<file path="src/rtl/leaf_out_arbiter.sv">
// Round-robin packet scheduler from user output streams onto the leaf-to-BFT link.
// Adds destination/address headers and tracks per-stream receiver credit.
module leaf_out_arbiter #(
  parameter int NUM_OUT_PORTS = 3,
  parameter int PAYLOAD_BITS  = 32,
  parameter int NUM_LEAF_BITS = 5,
  parameter int NUM_PORT_BITS = 4,
  parameter int NUM_ADDR_BITS = 7,
  parameter int PACKET_BITS   = 49
) (
  input  logic                                    clk,
  input  logic                                    reset_n,
  input  logic [NUM_OUT_PORTS*PAYLOAD_BITS-1:0]   din_leaf_user2interface,
  input  logic [NUM_OUT_PORTS-1:0]                vld_user2interface,
  output logic [NUM_OUT_PORTS-1:0]                ack_interface2user,
  output logic [PACKET_BITS-1:0]                  dout_leaf_interface2bft,
  input  logic                                    out_ready,
  input  logic                                    cfg_we,
  input  logic [2:0]                              cfg_port,
  input  logic                                    cfg_en,
  input  logic [NUM_LEAF_BITS-1:0]                cfg_dest_leaf,
  input  logic [NUM_PORT_BITS-1:0]                cfg_dest_port,
  input  logic                                    credit_vld,
  input  logic [2:0]                              credit_port,
  input  logic [NUM_ADDR_BITS:0]                  credit_cnt,
  output logic                                    credit_err
);

  localparam int CW = NUM_ADDR_BITS + 1;
  localparam int SW = NUM_ADDR_BITS + 2;
  localparam logic [CW-1:0] CMAX = CW'(2 ** NUM_ADDR_BITS);

  logic [NUM_OUT_PORTS-1:0] en_q;
  logic [NUM_LEAF_BITS-1:0] leaf_q   [NUM_OUT_PORTS];
  logic [NUM_PORT_BITS-1:0] port_q   [NUM_OUT_PORTS];
  logic [NUM_ADDR_BITS-1:0] addr_q   [NUM_OUT_PORTS];
  logic [CW-1:0]            credit_q [NUM_OUT_PORTS];
  logic [2:0]               last_q;
  logic [PACKET_BITS-1:0]   dout_q;
  logic                     err_q;

  logic                     can_load;
  logic [NUM_OUT_PORTS-1:0] elig;
  logic                     gnt_vld;
  logic [2:0]               gnt_idx;
  logic [NUM_OUT_PORTS-1:0] gnt;
  logic [PACKET_BITS-1:0]   pkt;
  logic [NUM_OUT_PORTS-1:0] cfg_hit;
  logic [NUM_OUT_PORTS-1:0] ovf;
  logic [SW-1:0]            csum     [NUM_OUT_PORTS];
  logic [CW-1:0]            credit_d [NUM_OUT_PORTS];

  assign dout_leaf_interface2bft = dout_q;
  assign credit_err = err_q;
  assign ack_interface2user = gnt;

  // Search order starts just after the last granted stream.
  always_comb begin
    can_load = !dout_q[PACKET_BITS-1] || out_ready;
    for (int i = 0; i < NUM_OUT_PORTS; i++) begin
      elig[i] = en_q[i] && vld_user2interface[i]
             && (credit_q[i] != '0);
    end
    gnt_vld = 1'b0;
    gnt_idx = '0;
    for (int k = 1; k <= NUM_OUT_PORTS; k++) begin
      for (int i = 0; i < NUM_OUT_PORTS; i++) begin
        if (!gnt_vld && elig[i]
            && i == (int'(last_q) + k) % NUM_OUT_PORTS) begin
          gnt_vld = 1'b1;
          gnt_idx = 3'(i);
        end
      end
    end
    if (!can_load) gnt_vld = 1'b0;
    for (int i = 0; i < NUM_OUT_PORTS; i++) begin
      gnt[i] = gnt_vld && (gnt_idx == 3'(i));
    end
  end

  always_comb begin
    pkt = '0;
    for (int i = 0; i < NUM_OUT_PORTS; i++) begin
      if (gnt[i]) begin
        pkt = {1'b1, leaf_q[i], port_q[i], addr_q[i],
               din_leaf_user2interface[i*PAYLOAD_BITS +: PAYLOAD_BITS]};
      end
    end
  end

  // Net credit: return and consume land in the same cycle.
  always_comb begin
    for (int i = 0; i < NUM_OUT_PORTS; i++) begin
      cfg_hit[i] = cfg_we && (cfg_port == 3'(i));
      csum[i] = SW'(credit_q[i]);
      if (credit_vld && credit_port == 3'(i)) begin
        csum[i] = csum[i] + SW'(credit_cnt);
      end
      if (gnt[i]) csum[i] = csum[i] - SW'(1);
      ovf[i] = csum[i] > SW'(CMAX);
      credit_d[i] = ovf[i] ? CMAX : csum[i][CW-1:0];
    end
  end

  always_ff @(posedge clk or negedge reset_n) begin
    if (!reset_n) begin
      en_q   <= '0;
      last_q <= 3'(NUM_OUT_PORTS - 1);
      dout_q <= '0;
      err_q  <= 1'b0;
      for (int i = 0; i < NUM_OUT_PORTS; i++) begin
        leaf_q[i]   <= '0;
        port_q[i]   <= '0;
        addr_q[i]   <= '0;
        credit_q[i] <= CMAX;
      end
    end else begin
      if (can_load) begin
        if (gnt_vld) begin
          dout_q <= pkt;
          last_q <= gnt_idx;
        end else begin
          dout_q[PACKET_BITS-1] <= 1'b0;
        end
      end
      if (|(ovf & ~cfg_hit)) err_q <= 1'b1;
      for (int i = 0; i < NUM_OUT_PORTS; i++) begin
        if (cfg_hit[i]) begin
          en_q[i]     <= cfg_en;
          leaf_q[i]   <= cfg_dest_leaf;
          port_q[i]   <= cfg_dest_port;
          addr_q[i]   <= '0;
          credit_q[i] <= CMAX;
        end else begin
          credit_q[i] <= credit_d[i];
          if (gnt[i]) addr_q[i] <= addr_q[i] + NUM_ADDR_BITS'(1);
        end
      end
    end
  end

endmodule

</file>
<file path="config.mk">
export PLATFORM = sky130hd
export DESIGN_NAME = leaf_out_arbiter
export DESIGN_NICKNAME = d
export VERILOG_FILES = /design/src/rtl/leaf_out_arbiter.sv
export SDC_FILE = /design/constraint.sdc
export NUM_CORES = 1
export LEC_CHECK = 0
export CAP_MARGIN = 15
export CORE_ASPECT_RATIO = 0.9
export CORE_MARGIN = 4
export CORE_UTILIZATION = 51
export DETAILED_ROUTE_END_ITERATION = 8
export PLACE_DENSITY = 0.81
export SYNTH_ARGS = -nofsm -noshare
export SYNTH_HDL_FRONTEND = slang
export SYNTH_SLANG_ARGS = --single-unit
</file>
<file path="constraint.sdc">
create_clock -name clk -period 3.6 [get_ports clk]
set_input_delay 1.08 -clock clk [delete_from_list [all_inputs] [get_ports clk]]
set_output_delay 1.08 -clock clk [all_outputs]
set_load 0.01 [all_outputs]
</file>
# Yosys cells after proc, flatten, opt, wreduce, memory -nomap -nowiden
# Index checks and enable logic that the tools add are counted.
[word_totals] in_bits=128 reg_bits=128 output_inout_bits=53 word_cells=147
[op_classes] addsub=12 mux=40 n_reduce_logical=56 div=3 order_cmp=3 bitwise_logic=2 eq_ne=12
[op_table] cell="2-to-1 mux 49 bit" count=3
[op_table] cell="== test 2 x 32 -> 1 bit, first input constant" count=3
[op_table] cell="== test 3 x 32 -> 1 bit, first input constant" count=3
[op_table] cell="zero test 32 bit" count=3
[op_table] cell="modulo 32 x 3 -> 32 bit, second input constant" count=3
[op_table] cell="2-to-1 mux 9 bit" count=6
[op_table] cell="2-to-1 mux 8 bit" count=6
[op_table] cell="2-to-1 mux 7 bit" count=6
[op_table] cell="logical AND 1 bit" count=32
[op_table] cell="adder 8 x 8 -> 9 bit" count=3
[op_table] cell="> comparator 9 x 8 -> 1 bit, second input constant" count=3
[op_table] cell="subtractor 9 x 1 -> 9 bit, second input constant" count=3
[op_table] cell="nonzero test 8 bit" count=3
[op_table] cell="adder 7 x 1 -> 7 bit, second input constant" count=3
[op_table] cell="2-to-1 mux 3 bit" count=7
[op_table] cell="2-to-1 mux 1 bit" count=12
[op_table] cell="== test 3 x 1 -> 1 bit, second input constant" count=3
[op_table] cell="== test 3 x 2 -> 1 bit, second input constant" count=3
[op_table] cell="zero test 1 bit" count=9
[op_table] cell="zero test 3 bit" count=3
[op_table] cell="adder 3 x 2 -> 4 bit, second input constant" count=2
[op_table] cell="nonzero test 2 bit" count=3
[op_table] cell="adder 3 x 1 -> 4 bit, second input constant" count=1
[op_table] cell="bitwise AND 3 bit" count=1
[op_table] cell="4 further kinds" count=4

# Longest topological paths before layout
[logic_depth] depth_word=43 mapped_depth=12 ltp_nobuf=11

# Worst setup path after synthesis
# No wires, ideal clock.
[synth_path] path_kind="input port to flip-flop" start="in credit_cnt[0]" end="reg credit_q[23] (netlist bit)" slack_ns=-0.329 path_stages=11 n_path_buf=0 required_time_ns=3.512 setup_ns=0.088 arrival_ns=3.842 path_cell_list="ha_1 fa_1 a211oi_1 nor4b_1 a31oi_1 o22ai_1 or2_2 or3b_2 o221ai_1 nor2_1 or3_1"
[synth_between] elab_chain_len=7
[synth_rtl] element="start: declaration" line="25" text="input logic [NUM_ADDR_BITS:0] credit_cnt,"
[synth_rtl] element="adder 8 x 8 -> 9 bit (*)" line="97" text="csum[i] = csum[i] + SW'(credit_cnt);"
[synth_rtl] element="2-to-1 mux 9 bit (*)" line="96" text="if (credit_vld && credit_port == 3'(i)) begin"
[synth_rtl] element="subtractor 9 x 1 -> 9 bit" line="99" text="if (gnt[i]) csum[i] = csum[i] - SW'(1);"
[synth_rtl] element="2-to-1 mux 9 bit (*)" line="99"
[synth_rtl] element="> comparator 9 x 8 -> 1 bit" line="100" text="ovf[i] = csum[i] > SW'(CMAX);"
[synth_rtl] element="2-to-1 mux 8 bit (*)" line="101" text="credit_d[i] = ovf[i] ? CMAX : csum[i][CW-1:0];"
[synth_rtl] element="2-to-1 mux 8 bit (*)" line="128" text="if (cfg_hit[i]) begin"
[synth_rtl] element="end signal: indexed assignment" line="135" text="credit_q[i] <= credit_d[i];"
[synth_rtl] element="end: declaration" line="37" text="logic [CW-1:0] credit_q [NUM_OUT_PORTS];"
# Every way passes the cells marked *; elsewhere a longest branch is shown, timed or not.
# A chain may end at the register's enable or synchronous reset.

# Worst setup path after layout
[layout_path] start="in vld_user2interface[0]" end="out ack_interface2user[1]"
[layout_between] elab_chain_len=38 elab_cells_between_ends=47 cone_classes="eq/ne: 1; mux: 18; reduce/logical: 28"
[layout_rtl] element="start: declaration" line="14" text="input logic [NUM_OUT_PORTS-1:0] vld_user2interface,"
[layout_rtl] element="logical AND 1 bit (*)" line="61" text="elig[i] = en_q[i] && vld_user2interface[i]"
[layout_rtl] element="logical AND 1 bit (*)" line="62" text="&& (credit_q[i] != '0);"
[layout_rtl] element="logical AND 1 bit" line="69" text="&& i == (int'(last_q) + k) % NUM_OUT_PORTS) begin"
[layout_rtl] element="2-to-1 mux 1 bit" line="68" text="if (!gnt_vld && elig[i]"
[layout_rtl] element="zero test 1 bit" line="68"
[layout_rtl] element="logical AND 1 bit" line="68"
[layout_rtl] element="logical AND 1 bit" line="69"
[layout_rtl] element="2-to-1 mux 1 bit" line="68"
[layout_rtl] element="[... 22 more ...]"
[layout_rtl] element="logical AND 1 bit" line="69"
[layout_rtl] element="2-to-1 mux 1 bit" line="68"
[layout_rtl] element="zero test 1 bit" line="68"
[layout_rtl] element="logical AND 1 bit" line="68"
[layout_rtl] element="logical AND 1 bit" line="69"
[layout_rtl] element="2-to-1 mux 3 bit or 2-to-1 mux 1 bit (tied branches)" line="68"
[layout_rtl] element="== test 3 x 1 -> 1 bit or 2-to-1 mux 1 bit (tied branches)" line="77, 75"
[layout_rtl] element="logical AND 1 bit (*)" line="77" text="gnt[i] = gnt_vld && (gnt_idx == 3'(i));"
[layout_rtl] element="end: declaration" line="15" text="output logic [NUM_OUT_PORTS-1:0] ack_interface2user,"
# Marked as above.

==> flow_summary.yaml <==
outcome:
  status: "complete, but fails checks"
  violations: "negative setup slack"
min_path:
  number_of_cells_on_the_worst_hold_path: 2
  timing.hold.worst_endpoint: "dout_leaf_interface2bft[0]$_DFFE_PN0P_"
  worstHoldStart: "dout_leaf_interface2bft[0]$_DFFE_PN0P_"
  worst_hold_path_type: "reg2reg"
cts:
  hold_fix_buffers_cts: 0
  tritoncts: "done"
  clk_path_buf_depth: 2
  clk-insertion-delay-late_ps: 410
  clock_sink_count: 127
  root_buffer: "sky130_fd_sc_hd__clkbuf_16"
  cts_made_buffers: 17
  cts.reportedPaths.clkPinSlew_ps: 60
  htree_num_levels: 4
synthesis:
  synth_compound_area_share_pct: 18.0
  synth_enable_flop_cells: 0
  syn-instance-count: 908
  postSynthNetCount: 1071
  synth_flop_cell: "sky130_fd_sc_hd__dfrtp_1"
  synth_top_cells_by_area: "sky130_fd_sc_hd__dfrtp_1, sky130_fd_sc_hd__nand2_1, sky130_fd_sc_hd__a21oi_1"
  synthSimpleGateAreaFrac_pct: 19.9
  synth.most_common_cell: "sky130_fd_sc_hd__nand2_1"
  synth-async-reset-ratio_pct: 100
  number_of_warnings_issued_by_yosys: 0
  synth_seq_area_share_pct: 40.1
  syn_area_per_cell_um2: 8.73
  synthXorXnorAreaFrac_pct: 4.75
  netlist_area_um2: 7930
  ys_ff_latch: 127
  post_synth_fa_ha_maj_area_fraction_pct: 5.81
  share_of_the_synthesized_area_in_the_top_cell_type_pct: 38.8
  synth_top_family_by_area: "simple AND/OR/NAND/NOR gates"
  synth_top_cells_by_count: "sky130_fd_sc_hd__nand2_1, sky130_fd_sc_hd__dfrtp_1, sky130_fd_sc_hd__a21oi_1"
  synth_top_cell_by_area: "sky130_fd_sc_hd__dfrtp_1"
  yosys.cell_types.count: 67
  synth.mux.area_fraction_pct: 8.60
drt:
  viasPerCell: 5.97
  num_vias: 8498
  first_pass_iters: 6
  drt_first_iter_violations: 917
  post_drt_wl_per_cell_um: 19.9
  ant_nets: 0
  wirelength_mm: 28.4
  remaining_drc_errors: 0
finish:
  antenna_cells_inserted: 0
  drive_above_1_share_pct: 26.4
  final_core_utilization_pct: 81.1
  finalNetCount: 1376
  synthToLayoutAreaGrowth_pct: 53.2
  filler_cell_count: 875
sta:
  final.setup.worst_slack_ps: -28.3
  timing.slew.headroom_pct: 37.3
  final_hold_violation_count: 0
  final_count_of_negative_setup_slack_endpoints: 4
  grt_setup_unrepaired: "yes"
  maxSlewViolCount: 0
  finalCritPeriodShare_pct: 101
  fmax_mhz: 276
  period_needed_ps: 3630
  fin_worst_hold_slack_ps: 480
  setup_tns_after_final_layout_ps: -68.6
  worst_case_clock_skew_ps: 8.86
  slew_at_the_pin_with_the_worst_max_slew_slack_ps: 940
worst_setup_path:
  crit_path_max_fanout: 2
  crit_arrival_ps: 2550
  timing.rr.start: "credit_q[12]$_DFF_PN0_"
  crit_required_ps: 2520
  worstRegToRegCells: 13
  worstSetupStartpointType: "input port"
  worst_setup_path_end_kind: "output pin"
  type_of_the_worst_setup_path: "in2out"
  rr_endpoint: "credit_err$_DFFE_PN0P_"
  reg2reg_setup_slack_ps: 50
floorplanning:
  rows: 42
  die_width_um: 139
  placeableCoreArea_um2: 15000
  die_area_um2: 17600
  die_height_um: 126
  initial_core_util_pct: 53.0
  io_pins: 181
run:
  max_cap_violations: 0
grt:
  grt_use_total_pct: 29.2
  largest_net_degree_at_the_start_of_global_routing: 86
  number_of_antenna_violations_at_the_first_check_in_global_routing: 0
  global_route_wire_length_before_repair_mm: 41.9
  first_global_vias: 8299
  globalRoute.totalOverflow: 0
place:
  detailedPlacementHpwl_mm: 17.7
  portBuffers: 180
  place.gp.congestion: 0.910
pwr:
  power-per-cell-area_nw_per_um2: 731
  p_leak_nw: 5.26
  irDropWorstVdd_mv: 0.764
-- worst max-delay path by stage --
stage,start,end,slack (ps)
after floorplan,credit_cnt[0],credit_err$_DFFE_PN0P_,10
after global placement,credit_cnt[0],credit_err$_DFFE_PN0P_,-720
after detailed placement,credit_cnt[0],credit_err$_DFFE_PN0P_,-790
after CTS,credit_vld,credit_err$_DFFE_PN0P_,3
after global routing,vld_user2interface[0],ack_interface2user[1],-90
final,vld_user2interface[0],ack_interface2user[1],-30
-- cell families after synthesis --
kind of cell,after synthesis
AO/OA/AOI/OAI,240
XOR/XNOR,43
flip-flops,127
AND/OR/NAND/NOR,340
multiplexers,64
adder cells (fa/ha/maj),35
buffers and inverters,59
-- registers in the layout, summed over array words and instances, names as in the netlist --
name and flops:
addr_q 21, dout_leaf_interface2bft 49, leaf_q 15, port_q 12, credit_err 1, en_q 3, last_q 2, credit_q 24
-- placed cells by master (no fill, tap or decap), drive strengths merged, types with 4 or more instances in the layout --
cell type / n
clkdlybuf4s50: 163
buf: 157
nand2: 154
dfrtp: 123
a21oi: 103
nor2: 80
o21ai: 70
mux2: 33
ha: 32
mux2i: 31
nor3: 28
xor2: 24
clkbuf: 20
xnor2: 19
inv: 15
nand3: 14
a211oi: 11
clkinv: 9
or3: 8
dlygate4sd2: 7
a211o: 7
a31oi: 7
nand4: 6
nor4: 6
o31ai: 6
or2: 5
nor4b: 5
nand2b: 5
nor3b: 5
o21a: 4
and4: 4
dfstp: 4
-- layer usage --
| metal | share of wire, % | wire length, um | track usage, % |
|---|---|---|---|
| met1 | 38 | 10900 | 37.0 |
| met2 | 48 | 13600 | 48.0 |
| met3 | 8.4 | 2390 | 6.51 |
| met4 | 5.2 | 1480 | 13.3 |
| met5 | 0 | 0 | 0 |
-- worst max-delay path, stage by stage --
cell and delay [ps]:
sky130_fd_sc_hd__dlygate4sd2_1 240, sky130_fd_sc_hd__nand2_1 100, sky130_fd_sc_hd__a21oi_2 180, sky130_fd_sc_hd__buf_4 170
sky130_fd_sc_hd__o311ai_4 130, sky130_fd_sc_hd__buf_6 170, sky130_fd_sc_hd__nor3_4 280, sky130_fd_sc_hd__buf_2 190
-- timing repair --
item | CTS | global route
endpoints found under the setup margin | 28 | 30
pin swaps | 24 | 30
buffers inserted | 19 | 3
resized for setup | 66 | 62
-- metrics by stage --
| stage | setup WS (ps) | cells | power, mW | instance area [um^2] |
|---|---|---|---|---|
| after global routing | -86.4 | 1424 | 9.39 | 12100 |
| after floorplan | 14.3 | 908 | 4.46 | 8010 |
| after CTS | 3.21 | 1421 | 8.42 | 11900 |
| after detailed placement | -788 | 1370 | 6.36 | 10900 |
| after global placement | -721 | 1370 | 6.23 | 10900 |
| final | -28.3 | 1424 | 8.89 | 12100 |
-- where the power goes --
group | switching [mW] | leakage (nW) | internal (mW) | total, mW
logic | 2.54 | 3.34 | 2.35 | 4.89
registers | 0.314 | 1.62 | 1.89 | 2.20
clock network | 0.696 | 0.299 | 1.10 | 1.80
-- cell type report --
cell class / instances / area (um^2) / share of cell area (%)
multi-input cells: 722 / 5070 / 41.8
inverters: 13 / 48.8 / 0.402
repair buffers: 332 / 2980 / 24.5
well taps: 198 / 248 / 2.04
flip-flops and latches: 127 / 3180 / 26.2
clock inverters: 15 / 189 / 1.56
clock buffers: 17 / 425 / 3.50
(Power assumes the default switching activity.)
